==> src/rtl/seq_multiword_addsub.sv <==
// Multi-word adder/subtractor: one 32-bit limb per clock, LSB limb first,
// carry chained between limbs through a single flop.
//
// state | meaning
// ------+----------------------------------------------------------
// IDLE  | waiting for start, ready=1
// RUN   | processing limb idx_q, one limb per cycle
// DONE  | result valid, done=1 and ready=1 for one cycle
module seq_multiword_addsub #(
  parameter int LIMBS = 2,
  localparam int W = 32 * LIMBS
) (
  input  logic         clk,
  input  logic         reset_n,
  input  logic         start,
  output logic         ready,
  input  logic         sub,
  input  logic [W-1:0] a,
  input  logic [W-1:0] b,
  input  logic         cin,
  output logic [W-1:0] y,
  output logic         cout,
  output logic         ovf,
  output logic         done
);

  localparam int IW = (LIMBS > 1) ? $clog2(LIMBS) : 1;

  typedef enum logic [1:0] {
    IDLE = 2'd0,
    RUN  = 2'd1,
    DONE = 2'd2
  } state_t;

  state_t        state_q, state_d;
  logic [W-1:0]  a_q, a_d;
  logic [W-1:0]  b_q, b_d;
  logic          carry_q, carry_d;
  logic [IW-1:0] idx_q, idx_d;
  logic [W-1:0]  y_q, y_d;
  logic          cout_q, cout_d;
  logic          ovf_q, ovf_d;

  logic [31:0]   a_limb;
  logic [31:0]   b_limb;
  logic [32:0]   sum;
  logic          last_limb;
  logic          carry_into_msb;

  always_ff @(posedge clk) begin
    if (!reset_n) begin
      state_q <= IDLE;
      a_q     <= '0;
      b_q     <= '0;
      carry_q <= 1'b0;
      idx_q   <= '0;
      y_q     <= '0;
      cout_q  <= 1'b0;
      ovf_q   <= 1'b0;
    end else begin
      state_q <= state_d;
      a_q     <= a_d;
      b_q     <= b_d;
      carry_q <= carry_d;
      idx_q   <= idx_d;
      y_q     <= y_d;
      cout_q  <= cout_d;
      ovf_q   <= ovf_d;
    end
  end

  // Single 32-bit add; b_q is already inverted for subtract.
  always_comb begin
    a_limb         = a_q[32*idx_q +: 32];
    b_limb         = b_q[32*idx_q +: 32];
    sum            = {1'b0, a_limb} + {1'b0, b_limb} + {32'd0, carry_q};
    last_limb      = (idx_q == IW'(LIMBS - 1));
    carry_into_msb = a_limb[31] ^ b_limb[31] ^ sum[31];
  end

  always_comb begin
    state_d = state_q;
    a_d     = a_q;
    b_d     = b_q;
    carry_d = carry_q;
    idx_d   = idx_q;
    y_d     = y_q;
    cout_d  = cout_q;
    ovf_d   = ovf_q;

    case (state_q)
      IDLE: begin
        if (start) begin
          a_d     = a;
          b_d     = sub ? ~b : b;
          carry_d = cin ^ sub;
          idx_d   = '0;
          state_d = RUN;
        end
      end

      RUN: begin
        y_d[32*idx_q +: 32] = sum[31:0];
        carry_d             = sum[32];
        if (last_limb) begin
          cout_d  = sum[32];
          ovf_d   = carry_into_msb ^ sum[32];
          idx_d   = '0;
          state_d = DONE;
        end else begin
          idx_d = idx_q + 1'b1;
        end
      end

      DONE: begin
        // A start here chains straight into the next operation.
        if (start) begin
          a_d     = a;
          b_d     = sub ? ~b : b;
          carry_d = cin ^ sub;
          idx_d   = '0;
          state_d = RUN;
        end else begin
          state_d = IDLE;
        end
      end

      default: state_d = IDLE;
    endcase
  end

  assign y     = y_q;
  assign cout  = cout_q;
  assign ovf   = ovf_q;
  assign ready = (state_q != RUN);
  assign done  = (state_q == DONE);

endmodule

==> config.mk <==
export PLATFORM = sky130hd
export DESIGN_NAME = seq_multiword_addsub
export DESIGN_NICKNAME = d
export VERILOG_FILES = /design/src/rtl/seq_multiword_addsub.sv
export SDC_FILE = /design/constraint.sdc
export NUM_CORES = 1
export LEC_CHECK = 0
export ABC_AREA = 0
export BUFFER_PORTS_ARGS = -buffer_cell sky130_fd_sc_hd__buf_2
export CORE_UTILIZATION = 37
export CTS_CLUSTER_DIAMETER = 40
export DETAILED_ROUTE_END_ITERATION = 12
export HOLD_SLACK_MARGIN = 0.02
export PLACE_DENSITY_LB_ADDON = 0.12
export RECOVER_POWER = 100
export SYNTH_ARGS = -nofsm -noshare
export SYNTH_HDL_FRONTEND = slang
export SYNTH_SLANG_ARGS = --single-unit
==> constraint.sdc <==
create_clock -name clk -period 4.35 [get_ports clk]
set_input_delay 0.435 -clock clk [delete_from_list [all_inputs] [get_ports clk]]
set_output_delay 0.435 -clock clk [all_outputs]
set_load 0.005 [all_outputs]
# Yosys cells after proc, flatten, opt, wreduce, memory -nomap -nowiden
# Cells that the tools add are included.
# word_totals
inputBits	133
elab_cells	45
out_inout_bits	68
reg_bits	198
# classes
n_reduce_logical	7
n_mux	11
n_bitwise	5
eq_ne	6
addsub	4
shifts	4
# op_table
cell	n
variable part select 64 x 7 -> 32 bit	2
bitwise mux 64 bit	1
two-way mux 64 bit	1
inverter 64 bit	1
variable shift 32 x 34 -> 64 bit, first input constant	1
variable part select 32 x 34 -> 64 bit	1
negation 6 -> 34 bit	1
adder 32 x 32 -> 33 bit	1
adder 33 x 1 -> 33 bit	1
AND reduction 2 bit	4
one-hot mux 2 bit (3 select lines)	1
two-way mux 1 bit	4
two-way mux 2 bit	2
!= test 2 x 1 -> 1 bit, second input constant	2
!= test 2 bit, second input constant	2
one-hot mux 1 bit (2 select lines)	2
XOR 1 bit	4
== test 2 x 1 -> 1 bit, second input constant	1
== test 2 bit, second input constant	1
zero test 2 bit	1
nonzero test 2 bit	1
OR reduction 2 bit	1
adder 1 bit, second input constant	1

# Longest topological paths before layout
# depth
ltp_word	5
depth_mapped	14
mapped_depth_nobuf	11

# Least setup slack after synthesis
# Ideal clock, no wire load.
# synth_path
path_type	register to register
startpoint	reg idx_q
endpoint	reg y_q[29], in the netlist y[29]
slack_ns	0.769
synth_period_minus_slack_ns	3.581
required_time_ns	4.235
path_buffers	4
arrival_ns	3.466
stages_incl_launch_ff	14
path_cell_list	dfxtp_1 clkbuf_1 clkbuf_1 clkbuf_1 mux2_2 ha_1 clkbuf_1 nand3_1 a211o_1 a21boi_0 o211ai_1 a21oi_1 mux2_2 o21a_1
# synth_between
elab_chain_len	5
# synth_lines
element	line_no	text
from (decl)	39	logic [IW-1:0] idx_q, idx_d;
from (signal assigned)	65	idx_q <= idx_d;
variable part select 64 x 7 -> 32 bit (on tied branches)	74, 75	
adder 32 x 32 -> 33 bit	76	sum = {1'b0, a_limb} + {1'b0, b_limb} + {32'd0, carry_q};
adder 33 x 1 -> 33 bit	76	
variable part select 32 x 34 -> 64 bit	103	y_d[32*idx_q +: 32] = sum[31:0];
bitwise mux 64 bit (*)	103	
to (signal assigned)	66	y_q <= y_d;
to (decl)	40	logic [W-1:0] y_q, y_d;
# Mark *: on every way between the ends. The rest lies on a longest branch, timed or not.
# A chain may end at the register's enable or synchronous reset.

# Worst setup path in the final report
# layout_path
startpoint	reg idx_q
endpoint	reg y_q[30], in the netlist y[30]
# Same word-level chain as after synthesis.

==> metrics.txt <==
fin nets 1491; Synthesized Nets 1350; simple-gate share of the synthesized area 16.24%; Max Freq 0.2628 GHz; Tot GR Track Use around a fifth; vias in the first global route 7641; adder-cell area share of the yosys netlist 4.356%; Rows 59; clock slew at reported path FFs 0.07 ns; gpl congestion ~0.82; core area 0.02606 mm2; Post-synth ARST share 0%; HPWL Detailed 19.96 mm; Total Wirelength 27.12 mm; Yosys cell types 49; CP Data Required Time 4.69 ns; design area 0.01150 mm2; Critical Path, Cell by Cell buf_4 > mux2_2 > ha_1 > and2_0 > and3_1 > nand3_1 > o311a_1 > o21a_1 > nor3b_1 > or3_1 > a311oi_1; total number of yosys warnings 0; crit start category flop; grt total ovfl 0; failing checks max-capacitance violations, max-slew violations; first-pass GRT wire length 42.15 mm; Die Area ~0.027 mm2; Seq/Total Area, Yosys 40.35%; Via-to-Cell Ratio 5.028; Max-Cap Viols 3; maximum VDD drop 0.0002885 V; first drt pass iteration count 5; Arr. time, crit path 4.14 ns; hold buffer count at CTS 0; PnR Total Power 4.463 mW; vias 8412; WS Path Type flop to flop; final setup fails 0; Die Ht 164.9 um; final hold vios 0; Buf/Inv on CP 1; Detail Route Antenna Nets 0; worst-skew pair later-pin latency between 0.4 and 0.5 ns; clock sink count around 200; Post-Syn Area 0.009823 mm2; # diodes 0; setup TNS 0 ns; synth top area cells dfxtp_1 (40%), nand2_1 (8.9%), mux2_2 (7.6%); top_reg_cell synth dfxtp_1; layout cell share with drive strength beyond 1 19.51%; initial antenna violation count 0; leakage power around 4.7 nW; Die W 164.9 um; CP Capture Type flop; Final Worst Setup Slack between 0.5 and 0.6 ns; Max-slew headroom -92.21%; P per Cell Area 388.2 mW/mm2; post-synthesis instance total 1184; Yosys reg bits 198; skew final 0.01601 ns; Mean Syn Cell Area 8.297 um2; area growth from synthesis to layout 17.04%; main combinational cell family by area after synthesis compound AO/OA/AOI/OAI gates; mux share of post-synthesis cell area 7.566%; IO buf count 200; WL per Instance 16.21 um; Hold Crit Class input port to flop; CP max stage delay 0.55 ns; largest net degree at the start of global routing 83; status finished with violations; Top Ports 201; worst-margin pin slew slightly below 3 ns; Synth top area share 40.35%; unrepaired setup endpoints after global routing no; post-synthesis compound-gate area fraction 19.54%; Final Cycle Share 87.48%; XOR/XNOR Fraction of Synth Area slightly above 8%; Post-synth EDFFs 0; Setup Buffers After CTS 0; DRC errors left 0; area leader, netlist dfxtp_1; CTS buffer count 17; Starting DRT DRC Count 535; clock tree from TritonCTS built; Worst Setup Slack post-DPL ~0.7 ns; CP top delay family simple AND/OR/NAND/NOR gates; Period minus WS final 3.805 ns; Starting Density approximately 38%; Max clock buf depth 2; Root Driver clkbuf_16; CP max FO 38; placement-stage cell area roughly 0.011 mm2; Final Max Tran Viols ~200; worst-path cell with the longest stage delay dfxtp_1; H-tree depth 4; Post-CTS Resized 0
-- cell usage in the layout (no fill, tap or decap), types with 4 or more instances in the layout --
cell       netlist  routed
a211oi_1        71      71
a21o_1          21      21
a21oi_1        145     145
and3_1           8       8
buf_2            4     148
buf_4            0       9
clkbuf_1        79      58
clkbuf_16        0      17
dfxtp_1        198     198
ha_1            31      31
inv_1            7       7
mux2_2          66      65
nand2_1        232     232
nand2b_1         5       4
nand3_1         23      23
nand4_1          6       6
nor2_1          97      96
nor2b_1          7       7
o21a_1           5       5
o21ai_0         28      28
o31ai_1          4       4
xnor2_1         80      80
xor2_1          11      11
-- state kept, by name (all words and copies together) (netlist names) --
| name | cells |
|---|---|
| idx_q | 1 |
| b_q | 64 |
| carry_q | 1 |
| a_q | 64 |
| y | 64 |
| ovf | 1 |
| cout | 1 |
| state_q | 2 |
-- logic make-up (layout without fill, tap and decap cells) --
family | after synthesis | after routing
AOI/OAI and AO/OA | 307 | 307
xor gates and xnor gates | 91 | 91
adders and majority gates | 33 | 33
buffers and inverters | 99 | 253
DFF | 198 | 198
muxes | 66 | 66
and+or+nand+nor | 390 | 390
-- report_power, final --
part           total (mW)  leakage, nW  internal [mW]  switching, mW
Combinational       0.916         2.84          0.368          0.548
Clock                1.53        0.271          0.825          0.707
Sequential           2.02         1.62           1.94         0.0739
-- metrics by stage --
step	instances	hold slack [ns]	util, %
floorplan	1184	0.4329	-
global placement	1641	0.4394	42.31
finish	1673	0.2371	44.12
global route	1673	0.2236	44.12
CTS	1673	0.2165	44.46
detailed placement	1641	0.4445	42.31
-- layout make-up --
class                   instances  area (um2)
flip-flops and latches        198        3964
repair buffers                213        1035
multi-input cells             887        5488
well taps                     335       419.2
inverters                       8       32.53
clock buffers                  22       464.2
fillers                      2736       14560
clock inverters                10       95.09
-- tightest hold or removal path, cell delays in order --
cell and delay, ns:
buf_2 0.09, nand2_1 0.04, a21oi_1 0.05
-- path summary, 6_finish.rpt --
check | slack [ns] | to | startpoint | cells after the start
setup / recovery | 0.54 | y[30]$_SDFFE_PN0P_ | idx_q$_SDFFE_PN0P_ | 11
hold reg to reg | 0.45 | a_q[14]$_SDFFE_PN0P_ | a_q[14]$_SDFFE_PN0P_ | 2
setup reg to reg | 0.54 | y[30]$_SDFFE_PN0P_ | idx_q$_SDFFE_PN0P_ | 11
hold / removal | 0.24 | a_q[27]$_SDFFE_PN0P_ | a[27] | 3
-- metal layers --
metal | global-route usage, % | vias to the layer above | share of wire (%)
li1 | - | 4366 | -
met1 | 30.39 | 3807 | 52
met2 | 29.16 | 218 | 42
met3 | 3.139 | 21 | 5.1
met4 | 5.421 | 0 | 1.2
met5 | 0 | - | 0
-- synthesized netlist by cell type, types with 11 or more instances --
master and n:
xor2_1 11, a211oi_1 71, nand2_1 232, ha_1 31
nor2_1 97, a21oi_1 145, a21o_1 21, o21ai_0 28
mux2_2 66, dfxtp_1 198, nand3_1 23, clkbuf_1 79
xnor2_1 80
Note: power is estimated with default switching activity, not from simulation.
